<file path="config.mk">
export PLATFORM = sky130hd
export DESIGN_NAME = alu_seq_flat
export DESIGN_NICKNAME = d
export VERILOG_FILES = /design/src/rtl/alu_seq_if.sv /design/src/rtl/alu_seq.sv /design/src/flat_wrapper.sv
export SDC_FILE = /design/constraint.sdc
export NUM_CORES = 1
export LEC_CHECK = 0
export CAP_MARGIN = 20
export CORE_MARGIN = 1
export CORE_UTILIZATION = 59
export DETAILED_ROUTE_END_ITERATION = 12
export PLACE_DENSITY = 0.83
export REMOVE_ABC_BUFFERS = 1
export SETUP_SLACK_MARGIN = 0.15
export SLEW_MARGIN = 30
export SYNTH_ARGS = -nofsm -noshare
export SYNTH_HDL_FRONTEND = slang
export SYNTH_SLANG_ARGS = --single-unit
</file>
<file path="constraint.sdc">
create_clock -name clock -period 4.47 [get_ports clock]
set_input_delay 1.1175 -clock clock [delete_from_list [all_inputs] [get_ports clock]]
set_output_delay 1.1175 -clock clock [all_outputs]
set_load 0.01 [all_outputs]
</file>
<file path="src/rtl/alu_seq_if.sv">
// rtl/alu_seq_if.sv - operation request and result handshake bundle for alu_seq
interface alu_seq_if #(
  parameter int WIDTH = 32
);
  logic               in_valid;
  logic               in_ready;
  logic [5:0]         op;
  logic [WIDTH-1:0]   a;
  logic [WIDTH-1:0]   b;
  logic [WIDTH/2-1:0] imm;
  logic               highlow;
  logic               out_valid;
  logic               out_ready;
  logic [WIDTH-1:0]   result;
  logic               flag;
  logic               illegal;

  modport master (
    output in_valid, op, a, b, imm, highlow, out_ready,
    input  in_ready, out_valid, result, flag, illegal
  );

  modport slave (
    input  in_valid, op, a, b, imm, highlow, out_ready,
    output in_ready, out_valid, result, flag, illegal
  );
endinterface

</file>
<file path="src/rtl/alu_seq.sv">
// rtl/alu_seq.sv - multi-cycle ALU: single-cycle arithmetic/compare, bit-serial shifts and shift-add multiply
module alu_seq #(
  parameter int WIDTH = 32,
  parameter int SHW   = $clog2(WIDTH) + 1
) (
  input logic       clock,
  input logic       reset,
  alu_seq_if.slave  bus
);
  localparam int H = WIDTH / 2;

  localparam logic [5:0] OP_ADD  = 6'd0;
  localparam logic [5:0] OP_SUB  = 6'd1;
  localparam logic [5:0] OP_SHL1 = 6'd2;
  localparam logic [5:0] OP_SHR1 = 6'd3;
  localparam logic [5:0] OP_PS4  = 6'd4;
  localparam logic [5:0] OP_LDH  = 6'd5;
  localparam logic [5:0] OP_PS6  = 6'd6;
  localparam logic [5:0] OP_PS7  = 6'd7;
  localparam logic [5:0] OP_EQ   = 6'd8;
  localparam logic [5:0] OP_LTU  = 6'd9;
  localparam logic [5:0] OP_GTU  = 6'd10;
  localparam logic [5:0] OP_SHL0 = 6'd16;
  localparam logic [5:0] OP_SRA  = 6'd17;
  localparam logic [5:0] OP_MUL  = 6'd18;

  typedef enum logic [1:0] {IDLE, RUN, DONE} state_t;

  state_t           state, state_nx;
  logic [5:0]       op_r;
  logic [WIDTH-1:0] res;
  logic [WIDTH-1:0] mcand;
  logic [WIDTH-1:0] mplier;
  logic [SHW-1:0]   cnt;
  logic             flag_r;
  logic             ill_r;
  logic             accept;
  logic             is_shift;
  logic             is_mul;
  logic [SHW-1:0]   k;

  always_ff @(posedge clock) begin
    if (reset) state <= IDLE;
    else       state <= state_nx;
  end

  always_comb begin
    accept        = bus.in_valid && (state == IDLE);
    is_shift      = (bus.op == OP_SHL1) || (bus.op == OP_SHR1) ||
                    (bus.op == OP_SHL0) || (bus.op == OP_SRA);
    is_mul        = (bus.op == OP_MUL);
    // shift amounts at or beyond the width all produce the same all-fill result
    k             = (bus.b >= WIDTH'(WIDTH)) ? SHW'(WIDTH) : bus.b[SHW-1:0];
    state_nx      = state;
    bus.in_ready  = (state == IDLE);
    bus.out_valid = (state == DONE);
    case (state)
      IDLE:    if (accept) state_nx = (is_mul || (is_shift && k != '0)) ? RUN : DONE;
      RUN:     if (cnt == SHW'(1)) state_nx = DONE;
      DONE:    if (bus.out_ready) state_nx = IDLE;
      default: state_nx = IDLE;
    endcase
  end

  always_ff @(posedge clock) begin
    if (reset) begin
      op_r   <= '0;
      res    <= '0;
      mcand  <= '0;
      mplier <= '0;
      cnt    <= '0;
      flag_r <= 1'b0;
      ill_r  <= 1'b0;
    end else begin
      case (state)
        IDLE: if (accept) begin
          op_r   <= bus.op;
          mcand  <= bus.a;
          mplier <= bus.b;
          cnt    <= k;
          flag_r <= 1'b0;
          ill_r  <= 1'b0;
          res    <= '0;
          case (bus.op)
            OP_ADD:                  res    <= bus.a + bus.b;
            OP_SUB:                  res    <= bus.a - bus.b;
            OP_PS4, OP_PS6, OP_PS7:  res    <= bus.a;
            OP_LDH:                  res    <= bus.highlow ? {bus.imm, bus.a[H-1:0]}
                                                           : {bus.a[WIDTH-1:H], bus.imm};
            OP_EQ:                   flag_r <= (bus.a == bus.b);
            OP_LTU:                  flag_r <= (bus.a < bus.b);
            OP_GTU:                  flag_r <= (bus.a > bus.b);
            OP_SHL1, OP_SHR1,
            OP_SHL0, OP_SRA:         res    <= bus.a;
            OP_MUL:                  cnt    <= SHW'(WIDTH);
            default:                 ill_r  <= 1'b1;
          endcase
        end
        RUN: begin
          cnt <= cnt - SHW'(1);
          case (op_r)
            OP_SHL1: res <= {res[WIDTH-2:0], 1'b1};
            OP_SHR1: res <= {1'b1, res[WIDTH-1:1]};
            OP_SHL0: res <= {res[WIDTH-2:0], 1'b0};
            OP_SRA:  res <= {res[WIDTH-1], res[WIDTH-1:1]};
            OP_MUL: begin
              if (mplier[0]) res <= res + mcand;
              mcand  <= mcand << 1;
              mplier <= mplier >> 1;
            end
            default: res <= res;
          endcase
        end
        default: ;
      endcase
    end
  end

  assign bus.result  = res;
  assign bus.flag    = flag_r;
  assign bus.illegal = ill_r;
endmodule

</file>
<file path="src/flat_wrapper.sv">
// flat-port wrapper written by rule: the top's interface ports become plain ports
module alu_seq_flat 
#(
  parameter int WIDTH = 32,
  parameter int SHW   = $clog2(WIDTH) + 1
)
  (clock, reset, bus_in_valid, bus_op, bus_a, bus_b, bus_imm, bus_highlow, bus_out_ready, bus_in_ready, bus_out_valid, bus_result, bus_flag, bus_illegal);
  alu_seq_if #(.WIDTH(WIDTH)) bus_i ();
  input logic clock;
  input logic reset;
  input wire logic [$bits(bus_i.in_valid)-1:0] bus_in_valid;
  input wire logic [$bits(bus_i.op)-1:0] bus_op;
  input wire logic [$bits(bus_i.a)-1:0] bus_a;
  input wire logic [$bits(bus_i.b)-1:0] bus_b;
  input wire logic [$bits(bus_i.imm)-1:0] bus_imm;
  input wire logic [$bits(bus_i.highlow)-1:0] bus_highlow;
  input wire logic [$bits(bus_i.out_ready)-1:0] bus_out_ready;
  output wire logic [$bits(bus_i.in_ready)-1:0] bus_in_ready;
  output wire logic [$bits(bus_i.out_valid)-1:0] bus_out_valid;
  output wire logic [$bits(bus_i.result)-1:0] bus_result;
  output wire logic [$bits(bus_i.flag)-1:0] bus_flag;
  output wire logic [$bits(bus_i.illegal)-1:0] bus_illegal;
  assign bus_i.in_valid = bus_in_valid;
  assign bus_i.op = bus_op;
  assign bus_i.a = bus_a;
  assign bus_i.b = bus_b;
  assign bus_i.imm = bus_imm;
  assign bus_i.highlow = bus_highlow;
  assign bus_i.out_ready = bus_out_ready;
  assign bus_in_ready = bus_i.in_ready;
  assign bus_out_valid = bus_i.out_valid;
  assign bus_result = bus_i.result;
  assign bus_flag = bus_i.flag;
  assign bus_illegal = bus_i.illegal;
  alu_seq #(.WIDTH(WIDTH), .SHW(SHW)) u_core (.clock(clock), .reset(reset), .bus(bus_i));
endmodule
</file>
## Yosys cells after proc, flatten, opt, wreduce, memory -nomap -nowiden

Cells that the tools add are included.
W data, S select, Z words.

| word-level totals | value |
|---|---|
| register bits after elaboration | 112 |
| input bits | 91 |
| output and inout port bits | 36 |
| word-level logic and storage cells | 87 |

| operators by class | value |
|---|---|
| add/subtract/negate cells | 4 |
| order comparisons | 3 |
| equal/unequal tests | 30 |
| mux-type cells | 23 |
| reductions and logical operators | 18 |

Operators by type and width:

| cell | count |
|---|---|
| $mux W32 | 7 |
| $pmux W32 S2 | 3 |
| $pmux W32 S5 | 1 |
| $pmux W32 S4 | 1 |
| $add A32 B32 Y32 | 2 |
| $eq A6 B5 Y1 const B | 6 |
| $eq A32 B32 Y1 | 1 |
| $ge A32 B6 Y1 const B | 1 |
| $gt A32 B32 Y1 | 1 |
| $lt A32 B32 Y1 | 1 |
| $sub A32 B32 Y32 | 1 |
| $eq A6 B2 Y1 const B | 4 |
| $eq A6 B3 Y1 const B | 4 |
| $eq A6 B4 Y1 const B | 3 |
| $mux W6 | 3 |
| $reduce_or A14 Y1 | 1 |
| $eq A6 B1 Y1 const B | 2 |
| $pmux W6 S2 | 1 |
| $mux W2 | 4 |
| $reduce_or A7 Y1 | 1 |
| $logic_not A6 Y1 | 1 |
| $ne A2 B1 Y1 const B | 3 |
| $ne A6 B5 Y1 const B | 1 |
| $pmux W2 S3 | 1 |
| 17 further kinds | 24 |

## Longest topological paths before layout

Gate-level depths: netlist of the first run.

| depth | value |
|---|---|
| word-level depth | 9 |
| depth in mapped cells | 13 |
| depth with buffers taken out | 13 |

## Least setup slack after synthesis of the first run

OpenSTA, ideal clock, no wires.

| path | value |
|---|---|
| kind | input to register |
| start | input port bus_b[10] |
| end | register u_core.res[31], in the netlist u_core.bus.result[31] |
| library setup time | 120 ps |
| arrival | 3645 ps |
| data required time | 4350 ps |
| setup slack | 705 ps |
| stages | 13 |
| path buffers | 1 |
| cells stage by stage | inv_1 ha_1 buf_6 inv_1 a21oi_1 or4_1 a31o_2 o21ba_2 o21ai_1 a21o_1 mux2_2 o21a_1 a211o_1 |

| on the way | value |
|---|---|
| cells in the longest elaborated chain, start to end | 4 |

RTL lines:

| item | RTL line | text |
|---|---|---|
| from (decl) | flat_wrapper.sv:14 | `input wire logic [$bits(bus_i.b)-1:0] bus_b;` |
| $sub A32 B32 Y32 / $add A32 B32 Y32 (equally long branches) | alu_seq.sv:86, alu_seq.sv:85 |  |
| $pmux W32 S4 * | alu_seq.sv:84 | `case (bus.op)` |
| $mux W32 * | alu_seq.sv:76 | `IDLE: if (accept) begin` |
| $pmux W32 S2 * | alu_seq.sv:75 | `case (state)` |
| to (signal assigned) | alu_seq.sv:85 | `OP_ADD: res <= bus.a + bus.b;` |
| to (signal assigned) | alu_seq.sv:86 | `OP_SUB: res <= bus.a - bus.b;` |
| to (signal assigned) | alu_seq.sv:87 | `OP_PS4, OP_PS6, OP_PS7: res <= bus.a;` |
| to (decl) | alu_seq.sv:31 | `logic [WIDTH-1:0] res;` |

Mark *: on every way between the ends. The rest lies on a longest branch, timed or not. The select of a mux whose other input is x is not followed.
A chain may end at the register's enable or synchronous reset.

## Worst setup path in the final report of the first run

| path | value |
|---|---|
| start | input port bus_b[8] |
| end | register u_core.res[29], in the netlist u_core.bus.result[29] |

Same word-level chain as after synthesis.

==> flow_summary.yaml, run 1 <==
outcome:
  status: "completed"
job:
  maxCapViolCount: 0
setup_path:
  reg2reg_setup_slack_ns: 0.64
  worst_r2r_path_depth: 12
  timing.critical_path.to_type: "flip-flop"
  critPathRequiredTime_ns: 4.72
  reg2reg_to: "u_core.bus.result[24]$_SDFFE_PP0P_"
  setup.worst_path.start_class: "input port"
  timing.setup.critical_path_class: "in2reg"
  worst_r2r_startpoint: "u_core.bus.result[0]$_SDFFE_PP0P_"
  cp.arrival_ns: 4.37
  cp_max_fo: 4
floorplanning:
  floorplan.die_area_mm2: 0.0201
  die_height_um: 142
  top_level_ports: 127
  chipWidth_um: 142
  core_mm2: 0.0190
  initial_core_util_pct: 60.8
  std_cell_rows: 50
global_route:
  first_global_vias: 12500
  global_route_wire_length_before_repair_um: 70400
  grt_start_max_net_pins: 71
  grt_antenna_before_repair: 0
  grt_remaining_overflow: 0
  grtUsageTotal_pct: 45.5
placed_design:
  preCtsSetupSlack_ns: 0.0165
  placement.io_buffers: 126
  hpwlAfterDp_um: 35300
  gp_congestion: 1.07
route:
  route.vias.total: 13800
  detail-route-antenna-nets: 0
  drt-vias-per-instance: 6.84
  dr.first_iter.drc_count: 1562
  drtPass1Iterations: 9
  wl_per_cell_um: 22.9
  routed_wl_um: 46000
  drt_drc_violations_left: 0
synthesis:
  post_synthesis_instance_area_mm2: 0.0115
  number_of_flops_mapped_to_enable_cells_by_yosys: 0
  share_of_synthesized_cell_area_in_and_or_nand_and_nor_gates_pct: 23.1
  synth_sequential_area_ratio_pct: 19.4
  synth_mux_area_share_pct: 0.749
  yosysWarnings: 0
  synthesis.instances: 1617
  synth-compound-area-share_pct: 34.0
  synth-async-reset-ratio_pct: 0
  synth_top_family_by_area: "compound AO/OA/AOI/OAI gates"
  dominantRegCellSynth: "sky130_fd_sc_hd__dfxtp_1"
  post_synth_fa_ha_maj_area_fraction_pct: 10.9
  syn_avg_cell_area_um2: 7.13
  ys_ff_latch: 112
  synth_xor_area_share_pct: 3.95
  netlist-cell-type-count: 86
clocking:
  clk_pin_slew_ns: 0.10
  post_cts_setup_buffer_count: 0
  cts_buffer_depth: 2
  cts_max_level: 3
  tritoncts.num_buffers: 9
  number_of_sinks_driven_by_the_clock_tree: 112
  cts_tree: "yes"
  insertion_delay_ns: 0.38
  clock_tree.root_cell: "sky130_fd_sc_hd__clkbuf_16"
sta:
  report.final.hold_viol_count: 0
  finalMaxSlewViolations: 0
  setup_ws_ns: 0.353
  final.period_utilization_pct: 92.1
  rsz0062_at_grt: "no"
  timing.fmax_ghz: 0.243
  period_minus_slack_ns: 4.12
  worst_slew_pin_slew_ns: 0.900
  setup-tns-final_ns: 0
  setup_skew_after_layout_ns: 0.0190
  finalSetupViolations: 0
  maxSlewHeadroom_pct: 39.4
  timing.hold.ws_ns: 0.479
finish:
  final_layout_size_suffix_gt1_share_pct: 9.43
  syn_to_layout_area_delta_pct: 18.5
  net_count_reported_at_finish: 1935
  antenna-diode-count: 0
  finish.utilization_pct: 72.1
power_and_ir_drop:
  comb_power_share_pct: 40.9
  p_int_uw: 2060
  power.switching_uw: 1390
  power_frac_seq_pct: 34.0
  clock_power_share_pct: 25.1
  power_density_mw_per_mm2: 253
  swShare_pct: 40.2
  vdd_ir_drop_max_mv: 0.174
  power.total_uw: 3450
  power.leakage_uw: 0.00560
hold_path:
  worst_hold_path_type: "reg2reg"
  worst_hold_path.endpoint: "u_core.mplier[20]$_SDFFE_PP0P_"
  min-delay-start: "u_core.mplier[21]$_SDFFE_PP0P_"
  holdPathStages: 2
critical path, cell delays in order:
cell and delay (ns):
sky130_fd_sc_hd__clkdlybuf4s50_1 0.55, sky130_fd_sc_hd__inv_1 0.06, sky130_fd_sc_hd__ha_1 0.34, sky130_fd_sc_hd__or2_2 0.32
sky130_fd_sc_hd__nor2_1 0.17, sky130_fd_sc_hd__and3_1 0.25, sky130_fd_sc_hd__buf_4 0.14, sky130_fd_sc_hd__nor3_1 0.06
sky130_fd_sc_hd__nor4_2 0.44, sky130_fd_sc_hd__o211ai_1 0.19, sky130_fd_sc_hd__a31oi_1 0.28, sky130_fd_sc_hd__o21ai_0 0.18
sky130_fd_sc_hd__a2bb2oi_1 0.18, sky130_fd_sc_hd__o41ai_1 0.09
cells in the mapped netlist, types with 8 or more instances:
cell type                    n  area (um^2)
sky130_fd_sc_hd__o211ai_1   14          105
sky130_fd_sc_hd__and3_1     21          131
sky130_fd_sc_hd__a22oi_1    26          195
sky130_fd_sc_hd__a311oi_1   67          587
sky130_fd_sc_hd__nor2b_1    15         93.8
sky130_fd_sc_hd__a31oi_1    13         81.3
sky130_fd_sc_hd__a211oi_1   17          128
sky130_fd_sc_hd__a222oi_1    9         90.1
sky130_fd_sc_hd__nor2_1    192          721
sky130_fd_sc_hd__nand3_1    33          165
sky130_fd_sc_hd__nand2_1   205          769
sky130_fd_sc_hd__o21a_1     17          128
sky130_fd_sc_hd__a21o_1     26          195
sky130_fd_sc_hd__a221oi_1   18          158
sky130_fd_sc_hd__buf_2       8         40.0
sky130_fd_sc_hd__ha_1       96         1200
sky130_fd_sc_hd__inv_1      79          297
sky130_fd_sc_hd__nand2b_1   12         75.1
sky130_fd_sc_hd__buf_1      10         37.5
sky130_fd_sc_hd__buf_6      11          124
sky130_fd_sc_hd__xnor2_1    39          342
sky130_fd_sc_hd__o22ai_1     8         50.1
sky130_fd_sc_hd__nor4_1     15         93.8
sky130_fd_sc_hd__dfxtp_1   112         2240
sky130_fd_sc_hd__a21oi_1   145          726
sky130_fd_sc_hd__nor3_1     51          255
sky130_fd_sc_hd__o31ai_1    11         82.6
sky130_fd_sc_hd__o21ai_0    75          375
sky130_fd_sc_hd__o221ai_1   21          184
sky130_fd_sc_hd__nand4_1    18          113
sky130_fd_sc_hd__xor2_1     13          114
sky130_fd_sc_hd__o21bai_1   30          225
sky130_fd_sc_hd__clkbuf_1   77          289
state kept, by name, indices dropped and copies added, names as in the netlist:
| name | cells |
|---|---|
| u_core.state | 2 |
| u_core.bus.illegal | 1 |
| u_core.mplier | 32 |
| u_core.bus.result | 32 |
| u_core.op_r | 6 |
| u_core.cnt | 6 |
| u_core.bus.flag | 1 |
| u_core.mcand | 32 |
power groups by stage:
stage | combinational [uW] | sequential (uW) | clock, uW
floorplan | 814 | 1170 | 0
global placement | 1330 | 1190 | 0
detailed placement | 1350 | 1190 | 0
CTS | 1360 | 1170 | 865
global route | 1510 | 1180 | 895
finish | 1410 | 1170 | 865
logic make-up (layout without fill, tap and decap cells):
group | count (synthesis) | in the layout
compound gates | 556 | 556
fa+ha+maj | 99 | 99
flops | 112 | 112
simple gates | 594 | 594
mux | 8 | 8
buf+inv | 196 | 329
xor+xnor | 52 | 52
layout make-up:
type	count	area, um^2
Timing Repair Buffer	233	2070
Multi-Input combinational cell	1309	8420
Fill cell	1589	5300
Inverter	80	300
Tap cell	260	325
Sequential cell	112	2240
Clock buffer	9	225
Clock inverter	7	72.6
how the worst max path moves through the flow:
stage                                            start                                  to  slack [ns]  cells past startpoint
after floorplan           u_core.state[0]$_SDFFE_PP0P_       u_core.mcand[10]$_SDFFE_PP0P_       -1.38                      4
after global placement                        bus_b[1]  u_core.bus.result[31]$_SDFFE_PP0P_        0.02                     13
after detailed placement                      bus_b[1]  u_core.bus.result[31]$_SDFFE_PP0P_        0.02                     13
after CTS                                     bus_b[1]  u_core.bus.result[31]$_SDFFE_PP0P_        0.39                     13
after global routing                          bus_a[0]  u_core.bus.result[22]$_SDFFE_PP0P_        0.17                     13
final                                         bus_b[8]  u_core.bus.result[29]$_SDFFE_PP0P_        0.35                     14
per-stage QoR:
stage	cells	area, um^2
floorplan	1501	10900
global placement	1994	13400
detailed placement	1994	13400
CTS	2010	13700
global route	2010	13700
finish	2010	13700
timing repair:
item                                    in CTS  in global routing
resized for setup                            0                  1
endpoints found under the setup margin       0                  1
hold buffers                                 0                  0
layer usage:
| layer | global-route usage, % | vias to the layer above | wire length, um |
|---|---|---|---|
| met3 | 11.3 | 176 | 6140 |
| met4 | 21.7 | 0 | 2280 |
| met2 | 67.4 | 1006 | 19300 |
| met1 | 61.5 | 6350 | 18300 |
| li1 | - | 6219 | - |
| met5 | 0 | - | 0 |
layout by cell type, fill, tap and decap left out, drive strengths merged, types with 12 or more instances in the layout:
cell and instances:
a211oi 18, a311oi 68, a21oi 147, buf 108, nand4 18, xnor2 39, nand2 205, a21o 26
o21a 17, ha 96, o211ai 14, nor3 52, nand2b 12, o221ai 21, xor2 13, nand3 33
o21ai 79, a31oi 13, inv 83, dfxtp 112, nor2 193, a22oi 26, o31ai 12, o21bai 30
a221oi 19, clkdlybuf4s50 125, and3 21, nor4 16, nor2b 15
Power figures use the tool's default switching activity.
==> inputs of run 2 (changes only) <==
--- a/config.mk
+++ b/config.mk
@@ -6,7 +6,7 @@
 export NUM_CORES = 1
 export LEC_CHECK = 0
 export CAP_MARGIN = 20
-export CORE_MARGIN = 1
+export CORE_MARGIN = 3
 export CORE_UTILIZATION = 59
 export DETAILED_ROUTE_END_ITERATION = 12
 export PLACE_DENSITY = 0.83
==> run 2 against run 1 <==
Against the previous run: clock power fell by 1%; critical path type unchanged; largest power group unchanged; first-iteration DRC count fell by 1.2%; critical path depth did not move; non-clock buffer count fell by 11.
==> flow_summary.yaml, run 2 (same netlist as run 1, synthesis figures left out) <==
setup_path:
  reg2reg_setup_slack_ns: 0.56
  reg2reg_to: "u_core.bus.result[24]$_SDFFE_PP0P_"
  critPathRequiredTime_ns: 4.76
  timing.critical_path.to_type: "flip-flop"
  worst_r2r_startpoint: "u_core.bus.result[0]$_SDFFE_PP0P_"
  timing.setup.critical_path_class: "in2reg"
  setup.worst_path.start_class: "input port"
  cp_slowest_stage_delay_ns: 0.48
  worst_r2r_path_depth: 12
  critical_path.cell_chain: "clkdlybuf4s50_1 -> ha_1 -> fa_1 -> nor2b_1 -> o21ai_0 -> a21oi_1 -> a311oi_2 -> buf_4 -> o21ai_2 -> a21oi_2 -> o31ai_1 -> a211o_1 -> a31o_2 -> a211oi_2"
  timing.critical_path.buf_inv: 2
  path_delay_family: "compound AO/OA/AOI/OAI gates"
  cp.arrival_ns: 4.43
  cp_max_fo: 4
  critPathSlowestCell: "sky130_fd_sc_hd__clkdlybuf4s50_1"
sta:
  finalSetupViolations: 0
  setup_skew_after_layout_ns: 0.0150
  rsz0062_at_grt: "no"
  worst_slew_pin_slew_ns: 0.990
  report.final.hold_viol_count: 0
  finalMaxSlewViolations: 0
  period_minus_slack_ns: 4.14
  final.period_utilization_pct: 92.6
  maxSlewHeadroom_pct: 33.1
  timing.fmax_ghz: 0.242
  timing.hold.ws_ns: 0.479
global_route:
  global_route_wire_length_before_repair_um: 68900
  grt_antenna_before_repair: 0
  grt_remaining_overflow: 0
  grtUsageTotal_pct: 40.4
  first_global_vias: 12400
  grt_start_max_net_pins: 75
hold_path:
  worst_hold_path.endpoint: "u_core.mplier[9]$_SDFFE_PP0P_"
  holdPathStages: 2
  worst_hold_path_type: "reg2reg"
  min-delay-start: "u_core.mplier[10]$_SDFFE_PP0P_"
route:
  drt_drc_violations_left: 0
  detail-route-antenna-nets: 0
  drtPass1Iterations: 9
  route.vias.total: 13500
  wl_per_cell_um: 22.5
  dr.first_iter.drc_count: 1543
  routed_wl_um: 45100
  drt-vias-per-instance: 6.76
finish:
  antenna-diode-count: 0
  finish.utilization_pct: 71.6
  highest_count_cells_in_the_layout_ignoring_fill_and_taps: "sky130_fd_sc_hd__nand2_1, sky130_fd_sc_hd__nor2_1, sky130_fd_sc_hd__a21oi_1, sky130_fd_sc_hd__clkdlybuf4s50_1, sky130_fd_sc_hd__dfxtp_1"
  syn_to_layout_area_delta_pct: 17.7
  net_count_reported_at_finish: 1924
  mostFrequentLayoutCell: "sky130_fd_sc_hd__nand2_1"
  final_layout_size_suffix_gt1_share_pct: 8.86
  finalInstanceArea_mm2: 0.0136
power_and_ir_drop:
  power.leakage_uw: 0.00555
  power_density_mw_per_mm2: 251
  power.total_uw: 3410
  vdd_ir_drop_max_mv: 0.211
placed_design:
  hpwlAfterDp_um: 34200
  gp_congestion: 1.08
  placement.io_buffers: 126
  placement.cell_area_mm2: 0.0133
floorplanning:
  die_height_um: 146
  core_mm2: 0.0190
  std_cell_rows: 50
  chipWidth_um: 146
  initial_core_util_pct: 60.8
  floorplan.die_area_mm2: 0.0213
  top_level_ports: 127
clocking:
  clock_tree.root_cell: "sky130_fd_sc_hd__clkbuf_16"
  post_cts_setup_buffer_count: 0
  cts_tree: "yes"
  cts_hold_buf: 0
  clk_pin_slew_ns: 0.09
  number_of_sinks_driven_by_the_clock_tree: 112
  cts_buffer_depth: 2
  tritoncts.num_buffers: 9
  cts_max_level: 3
  insertion_delay_ns: 0.38
  cts_resized: 0
job:
  maxCapViolCount: 0
outcome:
  status: "completed"
run 2: cell types whose count changed in the layout (fill, tap and decap cells not counted):
cell | before | now
sky130_fd_sc_hd__a221oi_1 | 17 | 18
sky130_fd_sc_hd__nor2_1 | 192 | 191
sky130_fd_sc_hd__a221oi_2 | 2 | 1
sky130_fd_sc_hd__clkinvlp_4 | 1 | 0
sky130_fd_sc_hd__buf_4 | 107 | 96
sky130_fd_sc_hd__nor2_2 | 1 | 2
sky130_fd_sc_hd__clkinv_4 | 2 | 3
run 2: through the flow:
| stage | TNS (ns) | setup WS, ns | std cells |
|---|---|---|---|
| finish | 0 | 0.331 | 1999 |
| global route | 0 | 0.181 | 1999 |
| floorplan | -92.65 | -1.38 | 1501 |
| detailed placement | 0 | 0.0136 | 1983 |
| global placement | 0 | 0.0964 | 1983 |
| CTS | 0 | 0.382 | 1999 |
run 2: routing by layer:
layer	GRT usage, %	up-vias	part of all wire (%)	wire length [um]
met2	59.4	920	42	18700
li1	-	6197	-	-
met5	0	-	0	0
met1	56.4	6251	40	18100
met4	17.6	0	4.5	2010
met3	9.47	142	14	6240
run 2: how the worst max path moves through the flow:
stage                                       startpoint                            endpoint  slack [ns]  cells after the start
after floorplan           u_core.state[0]$_SDFFE_PP0P_       u_core.mcand[10]$_SDFFE_PP0P_       -1.38                      4
after global placement                        bus_a[0]  u_core.bus.result[26]$_SDFFE_PP0P_         0.1                     14
after detailed placement                      bus_a[0]  u_core.bus.result[26]$_SDFFE_PP0P_        0.01                     14
after CTS                                     bus_a[0]  u_core.bus.result[26]$_SDFFE_PP0P_        0.38                     14
after global routing                          bus_a[0]  u_core.bus.result[26]$_SDFFE_PP0P_        0.18                     14
final                                         bus_a[0]  u_core.bus.result[26]$_SDFFE_PP0P_        0.33                     14
run 2: final cells by class:
| type | instances | area [um^2] |
|---|---|---|
| Clock buffer | 9 | 225 |
| Clock inverter | 7 | 73.8 |
| Fill cell | 1626 | 5380 |
| Inverter | 80 | 300 |
| Multi-Input combinational cell | 1309 | 8420 |
| Sequential cell | 112 | 2240 |
| Tap cell | 260 | 325 |
| Timing Repair Buffer | 222 | 1990 |
run 2: tightest hold or removal path, cell delays in order, from the launching register on:
cell and delay (ns):
sky130_fd_sc_hd__dfxtp_1 0.32, sky130_fd_sc_hd__nand2_1 0.05, sky130_fd_sc_hd__a311oi_1 0.07
run 2: power by group:
group          internal [uW]  total (uW)  switching, uW
clock                    398         856            458
combinational            574        1380            809
sequential              1080        1170           90.1
